**src/rtl/dp_pkg.sv**
```systemverilog
// rtl/dp_pkg.sv - shared types and constants for the datapath execution unit
package dp_pkg;

  typedef enum logic [1:0] {
    KIND_ALU  = 2'd0,
    KIND_MOVI = 2'd1,
    KIND_MOVR = 2'd2,
    KIND_CMP  = 2'd3
  } kind_e;

  typedef enum logic [1:0] {
    OP_ADD  = 2'd0,
    OP_SUB  = 2'd1,
    OP_AND  = 2'd2,
    OP_NOTB = 2'd3
  } alu_op_e;

  typedef enum logic [1:0] {
    SH_NONE = 2'd0,
    SH_LSL1 = 2'd1,
    SH_LSR1 = 2'd2,
    SH_ASR1 = 2'd3
  } shift_e;

  typedef enum logic [2:0] {
    ST_IDLE = 3'd0,
    ST_LDB  = 3'd1,
    ST_LDA  = 3'd2,
    ST_EXEC = 3'd3,
    ST_WB   = 3'd4
  } state_e;

  // Bit positions inside the {N, V, Z} status word
  localparam int STATUS_N = 2;
  localparam int STATUS_V = 1;
  localparam int STATUS_Z = 0;

endpackage

```
**src/rtl/dp_regfile.sv**
```systemverilog
// rtl/dp_regfile.sv - register file with one write, one operand read and one debug read port
module dp_regfile #(
  parameter int W    = 16,
  parameter int NREG = 8,
  localparam int RA  = $clog2(NREG)
) (
  input  logic          clk,
  input  logic          reset,
  input  logic          we,
  input  logic [RA-1:0] waddr,
  input  logic [W-1:0]  wdata,
  input  logic [RA-1:0] raddr,
  output logic [W-1:0]  rdata,
  input  logic [RA-1:0] dbg_addr,
  output logic [W-1:0]  dbg_data
);

  logic [W-1:0] mem [NREG];

  // Reads are combinational so operand loads see the value held at that edge
  assign rdata    = mem[raddr];
  assign dbg_data = mem[dbg_addr];

  // Write port; reset clears every entry
  always_ff @(posedge clk) begin
    if (reset) begin
      for (int i = 0; i < NREG; i++) begin
        mem[i] <= '0;
      end
    end else if (we) begin
      mem[waddr] <= wdata;
    end
  end

endmodule

```
**src/rtl/dp_exec_unit.sv**
```systemverilog
// rtl/dp_exec_unit.sv - multi-cycle load/execute/writeback datapath with flags
module dp_exec_unit
  import dp_pkg::*;
#(
  parameter int W    = 16,
  parameter int NREG = 8,
  localparam int RA  = $clog2(NREG)
) (
  input  logic          clk,
  input  logic          reset,
  input  logic          start,
  input  logic [1:0]    kind,
  input  logic [1:0]    alu_op,
  input  logic [1:0]    shift,
  input  logic [RA-1:0] rd,
  input  logic [RA-1:0] rn,
  input  logic [RA-1:0] rm,
  input  logic [W-1:0]  imm,
  input  logic          set_flags,
  output logic          busy,
  output logic          done,
  output logic [W-1:0]  datapath_out,
  output logic [2:0]    status,
  input  logic [RA-1:0] dbg_addr,
  output logic [W-1:0]  dbg_data
);

  state_e        state;
  kind_e         kind_q;
  alu_op_e       op_q;
  shift_e        shift_q;
  logic [RA-1:0] rd_q, rn_q, rm_q;
  logic [W-1:0]  imm_q;
  logic          sf_q;
  logic [W-1:0]  a_q, b_q, c_q;
  logic [2:0]    status_q;

  logic [RA-1:0] rf_raddr;
  logic [W-1:0]  rf_rdata;
  logic          rf_we;
  logic [W-1:0]  rf_wdata;

  logic [W-1:0]  b_sh, a_eff, sum, diff, result;
  alu_op_e       op_eff;
  logic          ovf;

  assign busy         = (state != ST_IDLE);
  assign done         = (state == ST_WB);
  assign datapath_out = c_q;
  assign status       = status_q;

  // B comes from rm in LDB, A from rn in LDA
  assign rf_raddr = (state == ST_LDB) ? rm_q : rn_q;
  assign rf_we    = (state == ST_WB) && (kind_q != KIND_CMP);
  assign rf_wdata = (kind_q == KIND_MOVI) ? imm_q : c_q;

  // MOVR is executed as 0 + sh(B)
  assign a_eff  = (kind_q == KIND_MOVR) ? '0 : a_q;
  assign op_eff = (kind_q == KIND_MOVR) ? OP_ADD : op_q;
  assign sum    = a_eff + b_sh;
  assign diff   = a_eff - b_sh;

  // Barrel-free single-bit shifter on the B operand
  always_comb begin
    b_sh = b_q;
    case (shift_q)
      SH_LSL1: b_sh = {b_q[W-2:0], 1'b0};
      SH_LSR1: b_sh = {1'b0, b_q[W-1:1]};
      SH_ASR1: b_sh = {b_q[W-1], b_q[W-1:1]};
      default: b_sh = b_q;
    endcase
  end

  // ALU result and signed overflow (only meaningful for ADD/SUB)
  always_comb begin
    result = sum;
    ovf    = 1'b0;
    case (op_eff)
      OP_ADD: begin
        result = sum;
        ovf    = (a_eff[W-1] == b_sh[W-1]) && (sum[W-1] != a_eff[W-1]);
      end
      OP_SUB: begin
        result = diff;
        ovf    = (a_eff[W-1] != b_sh[W-1]) && (diff[W-1] != a_eff[W-1]);
      end
      OP_AND:  result = a_eff & b_sh;
      OP_NOTB: result = ~b_sh;
      default: result = sum;
    endcase
  end

  // Sequencer, operand capture and datapath registers
  always_ff @(posedge clk) begin
    if (reset) begin
      state    <= ST_IDLE;
      kind_q   <= KIND_ALU;
      op_q     <= OP_ADD;
      shift_q  <= SH_NONE;
      rd_q     <= '0;
      rn_q     <= '0;
      rm_q     <= '0;
      imm_q    <= '0;
      sf_q     <= 1'b0;
      a_q      <= '0;
      b_q      <= '0;
      c_q      <= '0;
      status_q <= '0;
    end else begin
      case (state)
        ST_IDLE: begin
          if (start) begin
            kind_q  <= kind_e'(kind);
            op_q    <= alu_op_e'(alu_op);
            shift_q <= shift_e'(shift);
            rd_q    <= rd;
            rn_q    <= rn;
            rm_q    <= rm;
            imm_q   <= imm;
            sf_q    <= set_flags;
            state   <= (kind_e'(kind) == KIND_MOVI) ? ST_WB : ST_LDB;
          end
        end
        ST_LDB: begin
          b_q   <= rf_rdata;
          state <= (kind_q == KIND_MOVR) ? ST_EXEC : ST_LDA;
        end
        ST_LDA: begin
          a_q   <= rf_rdata;
          state <= ST_EXEC;
        end
        ST_EXEC: begin
          c_q <= result;
          if (sf_q) begin
            status_q[STATUS_N] <= result[W-1];
            status_q[STATUS_V] <= ovf;
            status_q[STATUS_Z] <= (result == '0);
          end
          state <= ST_WB;
        end
        ST_WB: begin
          if (kind_q == KIND_MOVI) c_q <= imm_q;
          state <= ST_IDLE;
        end
        default: state <= ST_IDLE;
      endcase
    end
  end

  dp_regfile #(.W(W), .NREG(NREG)) u_regfile (
    .clk      (clk),
    .reset    (reset),
    .we       (rf_we),
    .waddr    (rd_q),
    .wdata    (rf_wdata),
    .raddr    (rf_raddr),
    .rdata    (rf_rdata),
    .dbg_addr (dbg_addr),
    .dbg_data (dbg_data)
  );

endmodule

```
**config.mk**
```make
export PLATFORM = sky130hd
export DESIGN_NAME = dp_exec_unit
export DESIGN_NICKNAME = d
export VERILOG_FILES = /design/src/rtl/dp_pkg.sv /design/src/rtl/dp_regfile.sv /design/src/rtl/dp_exec_unit.sv
export SDC_FILE = /design/constraint.sdc
export NUM_CORES = 1
export LEC_CHECK = 0
export BUFFER_PORTS_ARGS = -buffer_cell sky130_fd_sc_hd__buf_2
export CAP_MARGIN = 15
export CORE_ASPECT_RATIO = 0.5
export CORE_MARGIN = 1
export CORE_UTILIZATION = 30
export CTS_CLUSTER_SIZE = 20
export DETAILED_ROUTE_END_ITERATION = 10
export PLACE_DENSITY_LB_ADDON = 0.1
export SLEW_MARGIN = 20
export SYNTH_ARGS = -nofsm -noshare
export SYNTH_HDL_FRONTEND = slang
export SYNTH_SLANG_ARGS = --single-unit
```
**constraint.sdc**
```tcl
create_clock -name clk -period 5 [get_ports clk]
set_input_delay 0 -clock clk [delete_from_list [all_inputs] [get_ports clk]]
set_output_delay 0 -clock clk [all_outputs]
set_load 0.01 [all_outputs]
```
# Word level (Yosys, flattened, before mapping)
# Memory sizes are Yosys's and may differ from the RTL's.
# Cells that the tools add are included.
[word_totals] out_inout_bits=37 input_bits=38 ram_bits=128 wordCells=68 regBits=86 memories=1
[classes] n_bitwise=2 reduce_logical=11 add_sub_neg=2 muxes=20 eq_ne=19
[memory_table] name="u_regfile.mem" depth=8 width=16 read_ports=2 rd_ports_with_merged_regs=0 wr=8 line_no="dp_regfile.sv:18" rtl="logic [W-1:0] mem [NREG];"
[ops] cell="case mux 16 bit (4 select lines)" count=1
[ops] cell="two-way mux 16 bit" count=3
[ops] cell="case mux 16 bit (3 select lines)" count=1
[ops] cell="case mux 16 bit (2 select lines)" count=1
[ops] cell="adder 16 bit" count=1
[ops] cell="AND 16 bit" count=1
[ops] cell="zero test 16 bit" count=1
[ops] cell="NOT 16 bit" count=1
[ops] cell="OR reduction 16 bit" count=1
[ops] cell="subtractor 16 bit" count=1
[ops] cell="two-way mux 3 bit" count=4
[ops] cell="case mux 3 bit (4 select lines)" count=1
[ops] cell="== test 2 bit (second input constant)" count=5
[ops] cell="== test 2 x 1 -> 1 bit (second input constant)" count=4
[ops] cell="two-way mux 1 bit" count=7
[ops] cell="== test 3 x 2 -> 1 bit (second input constant)" count=2
[ops] cell="inequality test 2 bit (second input constant)" count=2
[ops] cell="AND reduction 2 bit" count=2
[ops] cell="== test 3 x 1 -> 1 bit (second input constant)" count=1
[ops] cell="== test 3 bit (second input constant)" count=1
[ops] cell="logical AND 1 bit" count=3
[ops] cell="zero test 3 bit" count=1
[ops] cell="inequality test 1 bit" count=3
[ops] cell="nonzero test 3 bit" count=1
[ops] cell="other kinds (5)" count=5

# Logic depth before layout (Yosys ltp)
[depth] ltp_word=7 mapped_depth=17 ltp_nobuf=15

# Hierarchy
# From an unflattened synthesis, not the netlist that was laid out.
[unflattened] cells_unflattened=1239 hier_area_um2=12864.8
[modules_own_cells] module="dp_regfile" instances=1 seq_area_each_um2=3843.7 cells_per_inst=430 area_each_um2=6916.6
[modules_own_cells] module="dp_exec_unit" instances=1 seq_area_each_um2=1721.7 cells_per_inst=809 area_each_um2=5948.2

# Worst setup path before layout
# No wires, ideal clock.
[synth_timing] path_type="register -> register" startpoint="reg shift_q[1]" endpoint="reg c_q[15] (netlist: datapath_out[15])" period_less_slack_ps=4176 arrival_ps=4051 stages_incl_launch_ff=17 path_slack_ps=824 cell_sequence="dfxtp_1 -> buf_2 -> clkbuf_1 -> clkbuf_1 -> buf_1 -> o21a_1 -> ha_1 -> buf_6 -> or2_4 -> or4_4 -> o2111a_1 -> or4_1 -> a31oi_1 -> o21ai_1 -> a221oi_2 -> o221ai_1 -> nor2b_4"
[synth_between] elab_chain_len=5 elab_cells_between_ends=10 classes_between="add/sub (2); eq/ne (3); mux (3); bitwise (2)"
[synth_lines] element="from (decl)" line_no="dp_exec_unit.sv:31" rtl="shift_e shift_q;"
[synth_lines] element="from (signal assigned)" line_no="dp_exec_unit.sv:115" rtl="shift_q <= shift_e'(shift);"
[synth_lines] element="== test 2 bit / == test 2 x 1 -> 1 bit (equally long branches)" line_no="dp_exec_unit.sv:66" rtl="case (shift_q)"
[synth_lines] element="case mux 16 bit (3 select lines) (*)" line_no="dp_exec_unit.sv:66"
[synth_lines] element="subtractor 16 bit (tied with other cells)" line_no="dp_exec_unit.sv:61" rtl="assign diff = a_eff - b_sh;"
[synth_lines] element="case mux 16 bit (4 select lines) (*)" line_no="dp_exec_unit.sv:78" rtl="case (op_eff)"
[synth_lines] element="case mux 16 bit (2 select lines) (*)" line_no="dp_exec_unit.sv:110" rtl="case (state)"
[synth_lines] element="to (signal assigned)" line_no="dp_exec_unit.sv:133" rtl="c_q <= result;"
[synth_lines] element="to (signal assigned)" line_no="dp_exec_unit.sv:142" rtl="if (kind_q == KIND_MOVI) c_q <= imm_q;"
[synth_lines] element="to (decl)" line_no="dp_exec_unit.sv:35" rtl="logic [W-1:0] a_q, b_q, c_q;"
# Mark *: on every way between the ends. The rest lies on a longest branch, timed or not.
# A chain may end at the register's enable or synchronous reset.

# Worst setup path after layout
# Ends and elaborated chain as after synthesis.

==> metrics.cfg <==
[synth]
seq_area_frac_synth_pct=45.2
syn_nets=1267
ys_dominant_reg_cell=edfxtp_1
yosys_warnings=0
synth-xor-area-share_pct=0.355
syn_area_sq_mm=0.0123
synth_top_area_share_pct=31.2
yosys.area_share.simple_pct=15.7
yosys.area.top_type=edfxtp_1
synthCells=1196
synth-edff-count=128
synth_area_per_cell_sq_um=10.3
yosysMostFrequentCell=nor2_1
ys_seq_elements=214
synthMuxAreaShare_pct=17.8
synth_cell_types=75
synth_common_cells=224 x nor2_1, 128 x edfxtp_1, 113 x nand2_1
synthArstFlopShare_pct=0
synth_compound_area_share_pct=13.7
synth.area.top_cells=edfxtp_1 31%, dfxtp_1 14%, mux4_2 12%, nor2_1 6.8%, mux2i_1 4.1%
synthAdderAreaFrac_pct=3.47
synth_top_family_by_area=multiplexers

[cells_and_area]
diodes=0
stdcell_count=1848
final_core_util_pct=35.8
fin_nets=1364
syn_to_final_growth_pct=17.7
num-fill-cells=4076
drive_gt1_share_pct=19.6
stdcell_area_sq_mm=0.0145

[sta]
fin_worst_skew_ns=0.0198
rsz0062_at_grt=false
slew_headroom_pct=23.2
worst_pin_slew_ns=1.12
tns_ns=0
fmax_mhz=231
holdWs_ns=0.280
setup_viol=0
slew_violations=0
layout_min_cycle_time_ns=4.33
post-route-period-util_pct=86.6
hold_violations=0

[clocking]
clockRootBuffer=clkbuf_16
cts_buffers=23
post-cts-setup-buffers=0
cts_sinks=214
clock_path_buffers=3
tritoncts=yes
post_cts_resized=0
clk_latency_ns=0.52
cts-htree-levels=1
clkTransAtPathRegs_ns=0.06

[critical_path]
path_cells=buf_4, nor2_1, a21oi_1, inv_1, ha_1, or4_4, o2111a_1, or4_1, a31oi_1, o21ai_1, a221oi_2, o221ai_1, nor2b_4
cp.required_ns=5.37
worstSetupPathType=reg2reg
crit_slowest_cell=dfxtp_1
reg2reg_from=shift_q[1]
end_kind=register
arrival_ns=4.69
slowest_delay_ns=0.73
cp.buffers_inverters=2
critPathTopFamily=compound AO/OA/AOI/OAI gates
critPathMaxFanout=19
start_kind=register
cp-startpoint=shift_q[1]

[drt]
viasPerCell=5.35
final_antenna_net_count=0
drtIter0Drc=937
drcViolationCount=0
firstDrtPassIters=5
wl_per_cell_um=23.1
vias=9893
wl_mm=42.8

[grt]
grt_max_degree=80
grt_pass1_wl_mm=64.0
antenna_found_initial=0
grt_overflow=0
globalRouteMet2Util_pct=32.9
grt.busiest_layer=met2
use_met1_pct=29.4
grt_pass1_vias=9737
grt_usage_pct=20.3
use_met3_pct=2.74

[outcome]
status=complete, no violations

[floorplan]
floorplan.initialDensity_pct=30.5
ioPinCount=75
die_y_um=145
core_area_sq_mm=0.0405
rows=52
die_w_um=289
dieArea_sq_mm=0.0419

[place]
dp_hpwl_mm=29.4
dp_cells=1767
numPortBuffers=74
gp_congestion=0.870
dpl_cell_area_sq_mm=0.0134

[worst_hold_path]
hold_path.class=in2reg
hold_start=rm[0]

[power_and_ir_drop]
p_leak_nw=5.28
p_per_area_mw_per_mm2=375
irDropWorstVdd_v=0.000200

[job]
drv_cap=0

-- layout make-up --
cell class	instances	area, sq um	share of cell area [%]
inverter	38	143	0.983
multi-input combinational	861	6360	43.8
timing repair buffer	155	1080	7.47
clock buffer	28	594	4.10
tap	540	676	4.66
sequential	214	5570	38.4
clock inverter	12	86.3	0.595
-- final timing paths --
kind	to	slack, ns	depth (start not counted)
hold reg to reg	imm_q[11]	0.45	2
hold / removal	rm_q[0]	0.28	4
setup reg to reg	datapath_out[15]	0.67	13
setup / recovery	datapath_out[15]	0.67	13
-- stage by stage --
| step | worst slack (ns) | total power [mW] |
|---|---|---|
| after floorplan | 0.824 | 3.27 |
| after global placement | 0.725 | 3.83 |
| after detailed placement | 0.735 | 3.83 |
| after CTS | 0.707 | 5.47 |
| after global routing | 0.390 | 5.73 |
| final | 0.672 | 5.44 |
-- worst reg2reg max path, delay by kind of cell (launching register included) --
kind                     cells  cell delay [ns]
buffers and inverters        2             0.39
AND/OR/NAND/NOR              4             1.29
flip-flops                   1             0.73
AO/OA/AOI/OAI                6             1.36
adder cells (fa/ha/maj)      1             0.42
-- power by group --
part | leakage [nW] | internal [mW] | total, mW | switching (mW)
logic | 2.92 | 0.685 | 1.74 | 1.06
registers | 2.02 | 1.98 | 2.09 | 0.110
clock network | 0.334 | 0.896 | 1.61 | 0.711
total | 5.28 | 3.56 | 5.44 | 1.88
-- registers in the layout, indices dropped and copies added (netlist names) --
| signal | flops |
|---|---|
| kind_q | 2 |
| imm_q | 16 |
| state | 3 |
| rm_q | 3 |
| rn_q | 3 |
| a_q | 16 |
| datapath_out | 16 |
| status | 3 |
| b_q | 16 |
| rd_q | 3 |
| u_regfile.mem | 128 |
| shift_q | 2 |
| op_q | 2 |
| sf_q | 1 |
-- timing repair --
item / in CTS / in global routing
hold endpoints to repair: 36 / 0
hold buffers: 41 / 0
endpoints found under the setup margin: 0 / 0
-- cells in the final DEF (no fill, tap or decap), drive strengths merged, types with 32 or more instances in the layout --
master,n
a211oi,41
a21oi,70
buf,114
dfxtp,86
dlygate4sd3,41
edfxtp,128
inv,39
mux2i,50
mux4,64
nand2,113
nor2,224
o21ai,32
-- kinds of logic (layout without fill, tap and decap cells) --
logic type | Yosys count | in the layout
XOR/XNOR | 5 | 5
buffers and inverters | 121 | 233
flip-flops | 214 | 214
AO/OA/AOI/OAI | 245 | 245
multiplexers | 136 | 136
AND/OR/NAND/NOR | 442 | 442
adder cells (fa/ha/maj) | 33 | 33
-- per-layer routing --
metal / part of all wire (%) / routed length [um]
met5: 0 / 0
met4: 1.1 / 449
met3: 4.6 / 1950
met2: 47 / 20200
met1: 47 / 20200
(Power assumes the default switching activity.)
